<file path="src/rtl/prim_mubi_pkg.sv">
// Multi-bit boolean encoding shared by blocks that hand over resources.
// A 4-bit mubi value is only "true" or "false" for the two exact patterns
// below. Every other pattern is invalid, so a single bit flip cannot turn
// a false into a true.
package prim_mubi_pkg;

  typedef logic [3:0] mubi4_t;

  parameter mubi4_t MuBi4True  = 4'h6;
  parameter mubi4_t MuBi4False = 4'h9;

endpackage

</file>
<file path="src/rtl/rom_ctrl_pkg.sv">
// Shared types for the ROM check sequencer.
//
// Every pair of legal codes differs in at least three bits. The all-ones
// code is the terminal Invalid state.
package rom_ctrl_pkg;

  typedef enum logic [5:0] {
    ChkIdle    = 6'b000111,
    ChkRead    = 6'b011001,
    ChkWait    = 6'b101010,
    ChkDone    = 6'b110100,
    ChkInvalid = 6'b111111
  } chk_state_e;

  // Returns 1 only for the four states a healthy sweep can be in.
  function automatic logic chk_state_legal(chk_state_e s);
    case (s)
      ChkIdle, ChkRead, ChkWait, ChkDone: return 1'b1;
      default:                            return 1'b0;
    endcase
  endfunction

endpackage

</file>
<file path="src/rtl/prim_flop.sv">
// Generic resettable register with a configurable reset value.
// Ports:
//   clk_i  - clock
//   rst_ni - asynchronous active-low reset
//   d_i    - next value
//   q_o    - registered value, ResetValue while in reset
module prim_flop #(
  parameter int                 Width      = 1,
  parameter logic [Width-1:0]   ResetValue = '0
) (
  input  logic             clk_i,
  input  logic             rst_ni,
  input  logic [Width-1:0] d_i,
  output logic [Width-1:0] q_o
);

  always_ff @(posedge clk_i or negedge rst_ni) begin
    if (!rst_ni) q_o <= ResetValue;
    else         q_o <= d_i;
  end

endmodule

</file>
<file path="src/rtl/rom_ctrl_chk_buf.sv">
// One-entry output buffer between the ROM read path and the hash consumer.
// It also holds a flag that marks words from the trailing digest region.
// Ports:
//   clk_i, rst_ni - clock, asynchronous active-low reset
//   wr_i          - capture wdata_i (only issued while the buffer is empty)
//   wdata_i       - word returned by the ROM
//   waddr_i       - address of that word, used to derive the top flag
//   rdy_i         - consumer accepts the buffered word
//   data_o        - buffered word, held stable until accepted
//   vld_o         - buffer holds a word
//   top_o         - buffered word lies at or above TopStart
module rom_ctrl_chk_buf #(
  parameter int              DW       = 39,
  parameter int              CntW     = 5,
  parameter logic [CntW-1:0] TopStart = '0
) (
  input  logic            clk_i,
  input  logic            rst_ni,
  input  logic            wr_i,
  input  logic [DW-1:0]   wdata_i,
  input  logic [CntW-1:0] waddr_i,
  input  logic            rdy_i,
  output logic [DW-1:0]   data_o,
  output logic            vld_o,
  output logic            top_o
);

  logic          vld_q, vld_d;
  logic          top_q, top_d;
  logic [DW-1:0] data_q, data_d;

  always_comb begin
    vld_d  = vld_q;
    top_d  = top_q;
    data_d = data_q;
    if (wr_i) begin
      vld_d  = 1'b1;
      data_d = wdata_i;
      top_d  = (waddr_i >= TopStart);
    end else if (vld_q && rdy_i) begin
      // The top flag describes the buffered word, so it goes with it. The
      // data itself is left in place.
      vld_d = 1'b0;
      top_d = 1'b0;
    end
  end

  always_ff @(posedge clk_i or negedge rst_ni) begin
    if (!rst_ni) begin
      vld_q  <= 1'b0;
      top_q  <= 1'b0;
      data_q <= '0;
    end else begin
      vld_q  <= vld_d;
      top_q  <= top_d;
      data_q <= data_d;
    end
  end

  assign data_o = data_q;
  assign vld_o  = vld_q;
  assign top_o  = top_q;

endmodule

</file>
<file path="src/rtl/rom_ctrl_chk_seq.sv">
// ROM check sequencer. After start_i it reads every ROM word in address
// order through the checker port. Each word goes through a one-entry
// buffer to the hash/compare consumer. Once the sweep is complete, the ROM
// is handed to the bus.
// Ports:
//   clk_i, rst_ni    - clock, asynchronous active-low reset
//   start_i          - begin the sweep (only honoured in Idle)
//   chk_req_o        - single-cycle read request
//   chk_addr_o       - word address of the request
//   chk_rdata_i      - read data, valid together with rom_rvalid_i
//   rom_rvalid_i     - read response, exactly one cycle after the request
//   data_o           - buffered word to the consumer
//   data_vld_o       - data_o valid
//   data_rdy_i       - consumer accepts data_o
//   top_o            - data_o is one of the last NumTopWords words
//   sel_bus_o        - mubi4; true hands the ROM to the bus (Done only)
//   alert_o          - sticky fatal consistency alert
module rom_ctrl_chk_seq
  import rom_ctrl_pkg::*;
  import prim_mubi_pkg::*;
#(
  parameter int  RomDepth    = 16,
  parameter int  NumTopWords = 8,
  parameter int  DW          = 39,
  localparam int AW          = $clog2(RomDepth)
) (
  input  logic          clk_i,
  input  logic          rst_ni,
  input  logic          start_i,
  output logic          chk_req_o,
  output logic [AW-1:0] chk_addr_o,
  input  logic [DW-1:0] chk_rdata_i,
  input  logic          rom_rvalid_i,
  output logic [DW-1:0] data_o,
  output logic          data_vld_o,
  input  logic          data_rdy_i,
  output logic          top_o,
  output logic [3:0]    sel_bus_o,
  output logic          alert_o
);

  localparam int              CntW      = AW + 1;
  localparam logic [CntW-1:0] DepthC    = CntW'(RomDepth);
  localparam logic [CntW-1:0] TopStartC = CntW'(RomDepth - NumTopWords);

  chk_state_e      state_q, state_d;
  logic [CntW-1:0] addr_q, addr_d;
  logic [CntW-1:0] dn_cnt_q, dn_cnt_d;
  logic            pend_q;
  logic            alert_q, alert_d;
  logic            capture, drain_ok, fault;
  mubi4_t          sel_bus_d;

  // pend_q marks the single Wait cycle in which the response must arrive.
  assign capture  = (state_q == ChkWait) && pend_q && rom_rvalid_i;
  // The next request may go out only if the buffer is empty, or is being
  // emptied in this cycle.
  assign drain_ok = !data_vld_o || data_rdy_i;

  always_comb begin
    state_d   = state_q;
    sel_bus_d = MuBi4False;
    case (state_q)
      ChkIdle:    if (start_i) state_d = ChkRead;
      ChkRead:    state_d = ChkWait;
      // The cycle that captures a word stays in Wait. The buffer is full
      // in the following cycle, so the decision is taken there.
      ChkWait:    if (!pend_q && drain_ok) state_d = (addr_q == DepthC) ? ChkDone : ChkRead;
      ChkDone:    state_d = ChkDone;
      ChkInvalid: state_d = ChkInvalid;
      default:    state_d = ChkInvalid;
    endcase
    if (state_d == ChkDone) sel_bus_d = MuBi4True;
  end

  // The up-counter saturates at RomDepth and the down-counter at zero.
  // Their sum must equal RomDepth at all times.
  assign addr_d   = (capture && addr_q != DepthC) ? addr_q + CntW'(1) : addr_q;
  assign dn_cnt_d = (capture && dn_cnt_q != '0) ? dn_cnt_q - CntW'(1) : dn_cnt_q;

  assign fault = (rom_rvalid_i && state_q != ChkWait)
              || (state_q == ChkWait && pend_q && !rom_rvalid_i)
              || !chk_state_legal(state_q)
              || (({1'b0, addr_q} + {1'b0, dn_cnt_q}) != {1'b0, DepthC});
  assign alert_d = alert_q | fault;

  always_ff @(posedge clk_i or negedge rst_ni) begin
    if (!rst_ni) begin
      state_q  <= ChkIdle;
      addr_q   <= '0;
      dn_cnt_q <= DepthC;
      pend_q   <= 1'b0;
      alert_q  <= 1'b0;
    end else begin
      state_q  <= state_d;
      addr_q   <= addr_d;
      dn_cnt_q <= dn_cnt_d;
      pend_q   <= (state_q == ChkRead);
      alert_q  <= alert_d;
    end
  end

  rom_ctrl_chk_buf #(
    .DW      (DW),
    .CntW    (CntW),
    .TopStart(TopStartC)
  ) u_buf (
    .clk_i  (clk_i),
    .rst_ni (rst_ni),
    .wr_i   (capture),
    .wdata_i(chk_rdata_i),
    .waddr_i(addr_q),
    .rdy_i  (data_rdy_i),
    .data_o (data_o),
    .vld_o  (data_vld_o),
    .top_o  (top_o)
  );

  prim_flop #(
    .Width     (4),
    .ResetValue(MuBi4False)
  ) u_sel_flop (
    .clk_i (clk_i),
    .rst_ni(rst_ni),
    .d_i   (sel_bus_d),
    .q_o   (sel_bus_o)
  );

  assign chk_req_o  = (state_q == ChkRead);
  assign chk_addr_o = addr_q[AW-1:0];
  assign alert_o    = alert_q;

endmodule

</file>
<file path="config.mk">
export PLATFORM = sky130hd
export DESIGN_NAME = rom_ctrl_chk_seq
export DESIGN_NICKNAME = d
export VERILOG_FILES = /design/src/rtl/prim_mubi_pkg.sv /design/src/rtl/rom_ctrl_pkg.sv /design/src/rtl/prim_flop.sv /design/src/rtl/rom_ctrl_chk_buf.sv /design/src/rtl/rom_ctrl_chk_seq.sv
export SDC_FILE = /design/constraint.sdc
export NUM_CORES = 1
export LEC_CHECK = 0
export BUFFER_PORTS_ARGS = -buffer_cell sky130_fd_sc_hd__buf_2
export CAP_MARGIN = 20
export CORE_ASPECT_RATIO = 1.5
export CORE_MARGIN = 3
export CORE_UTILIZATION = 49
export CTS_CLUSTER_DIAMETER = 200
export CTS_CLUSTER_SIZE = 28
export DETAILED_ROUTE_END_ITERATION = 10
export PLACE_DENSITY_LB_ADDON = 0.25
export SLEW_MARGIN = 10
export SYNTH_ARGS = -nofsm -noshare
export SYNTH_HDL_FRONTEND = slang
export SYNTH_SLANG_ARGS = --single-unit
</file>
<file path="constraint.sdc">
create_clock -name clk_i -period 2.1 [get_ports clk_i]
set_input_delay 0.42 -clock clk_i [delete_from_list [all_inputs] [get_ports clk_i]]
set_output_delay 0.42 -clock clk_i [all_outputs]
set_load 0.005 [all_outputs]
</file>
==> impl_metrics.ini <==
[status]
outcome = finished, final reports clean

[logic_synthesis]
synthMostInstantiatedCell = nand2_1
synth-edff-count = 0
synth_seq_cells = 61
yosys-top-cells-count = nand2_1, dfrtp_1, buf_4, ha_1, inv_1
synth_ff_type = dfrtp_1
netlist_area_sq_um = 2710
syn_avg_cell_area_sq_um = 9.52
postSynth.asyncResetShare = 1.00
synth_area_leader_cell = dfrtp_1
synth_top_area_frac = 0.518
synth_seq_area_share = 0.567
ys_warn_count = 0
synthCells = 284
synth.distinct_cells = 39
syn_nets = 337
synth_area_leaders = dfrtp_1, nand2_1, dfstp_2

[place]
place_congestion = 0.826
post-place-ws_ns = 0.196
dp_hpwl_microns = 4390
place_inst = 435
port_buffers = 94

[global_route]
grt_max_degree = 44
gr-total-overflow = 0
grt_pass1_vias = 2226
grt_antenna_before_repair = 0
grt_first_pass_wirelength_microns = 10100
grtUsageTotal = 0.202

[worst_hold_path]
hold_path.class = input pin to asynchronous set/reset pin

[timing]
worst_pin_slew_ns = 0.516
rsz0062_at_grt = false
fin_crit_sh = 0.925
setup-tns-final_ns = 0
setup_viol = 0
finalMaxSlewViolations = 0
fmax_mhz = 515
fin_ws_ns = 0.157
maxSlewHeadroom = 0.655
period_minus_slack_ns = 1.94
skew_ns = 0.00779
final-hold-violation-count = 0

[cts]
cts_root_buffer = clkbuf_8
cts.sinks = 61
cts_tree = done
clkTransAtPathRegs_ns = 0.07
cts_buffer_depth = 2
h-tree-depth = 3
clkLatencyLatePin_ns = 0.33
numCtsBuffers = 9

[pwr]
powerDensity_nw_per_um2 = 653
p_leak_nw = 1.99
p_total_w = 0.00223
ir_drop_mv = 0.406

[worst_setup_path]
crit_fanout = 5
worstSetupStartpointType = flop
cp-end-kind = output pin
crit_type = flop to output pin
worstPathRequired_ns = 1.68
r2r_cells = 6
crit_arrival_ns = 1.52

[floorplanning]
die-width_microns = 66.7
fp.dieArea_sq_um = 6470
start_util = 0.516
die_h_microns = 97
core_area_sq_um = 5250
io_pins = 95
rows = 32

[final_layout]
final_core_util = 0.650
antenna_cells = 0
final_cells = 451
final_nets = 431
drive_gt1_frac = 0.326
area_delta_synth_final_pct = 26.0

[routing]
wl_per_cell_microns = 12.9
wl_microns = 5810
vias = 2182
routed_via_density = 4.84
first_iter_violations = 57
drc_errors = 0
ant_nets = 0
dr.pass1.iters = 4

[run]
maxCapViolations = 0
critical path, cell delays in order, from the launching register on:
cell and delay (ns):
dfrtp_1 0.38, nor4bb_1 0.36, and2_1 0.31, buf_2 0.16
cell usage in the layout, fill, tap and decap left out, types with 5 or more instances in the layout:
| master | instances |
|---|---|
| nand2_1 | 130 |
| buf_2 | 94 |
| dfrtp_1 | 56 |
| clkbuf_8 | 9 |
| inv_1 | 8 |
| ha_1 | 8 |
| o21ai_0 | 5 |
| a21oi_1 | 5 |
| xnor2_1 | 5 |
| nor2_1 | 5 |
| dfstp_2 | 5 |
| buf_4 | 5 |
through the flow:
stage	instance area, sq um	hold WS, ns
floorplan	2710	0.124
global placement	3220	0.412
detailed placement	3220	0.413
CTS	3400	0.0508
global route	3410	0.0863
finish	3410	0.0550
sequential cells by signal, summed over array words and instances (netlist names):
register	count
addr_q	5
u_buf.vld_o	1
state_q	6
u_buf.top_o	1
u_buf.data_o	39
u_sel_flop.q_o	2
alert_o	1
dn_cnt_q	5
pend_q	1
cells by family (layout without fill, tap and decap cells):
family                     count (synthesis)  after routing  share of synthesized area
AOI/OAI and AO/OA                         20             20                     0.0500
xor gates and xnor gates                   6              6                     0.0194
adders and majority gates                  9              9                     0.0444
buffers and inverters                     25            124                     0.0481
DFF                                       61             61                      0.567
muxes                                      2              2                    0.00971
and+or+nand+nor                          161            161                      0.262
power breakdown:
part	leakage [nW]	switching (W)	total, W	internal (W)
clock	0.0947	0.000430	0.000980	0.000550
combinational	1.09	0.0000354	0.0000699	0.0000345
sequential	0.804	0	0.00118	0.00118
worst paths after layout:
check | from | endpoint | slack, ns
worst max-delay path | state_q[3] | chk_req_o | 0.16
worst min-delay path | rst_ni | u_buf.data_o[11] | 0.06
worst max register to register | addr_q[0] | alert_o | 0.22
worst min register to register | u_buf.data_o[23] | u_buf.data_o[23] | 0.47
max in group asynchronous | rst_ni | state_q[1] | 1.40
min in group clk_i | chk_rdata_i[34] | u_buf.data_o[34] | 0.28
metal layers:
| layer | global-route usage | routed length (microns) |
|---|---|---|
| met4 | 0.0704 | 100 |
| met5 | 0 | 0 |
| met2 | 0.336 | 3070 |
| met1 | 0.252 | 2330 |
| met3 | 0.0488 | 303 |
what timing repair did:
item,4_1_cts,5_1_grt
gates resized for setup,0,2
endpoints found under the hold margin,0,0
setup buffers,0,0
setup endpoints to repair,0,1
hold buffers,0,0
cell type report:
cell class	count	area (sq um)
Fill cell	453	1840
Sequential cell	61	1530
Multi-Input combinational cell	198	1050
Timing Repair Buffer	100	528
Clock buffer	12	135
Tap cell	68	85.1
Clock inverter	4	48.8
Inverter	8	30.0
(Power assumes the default switching activity.)
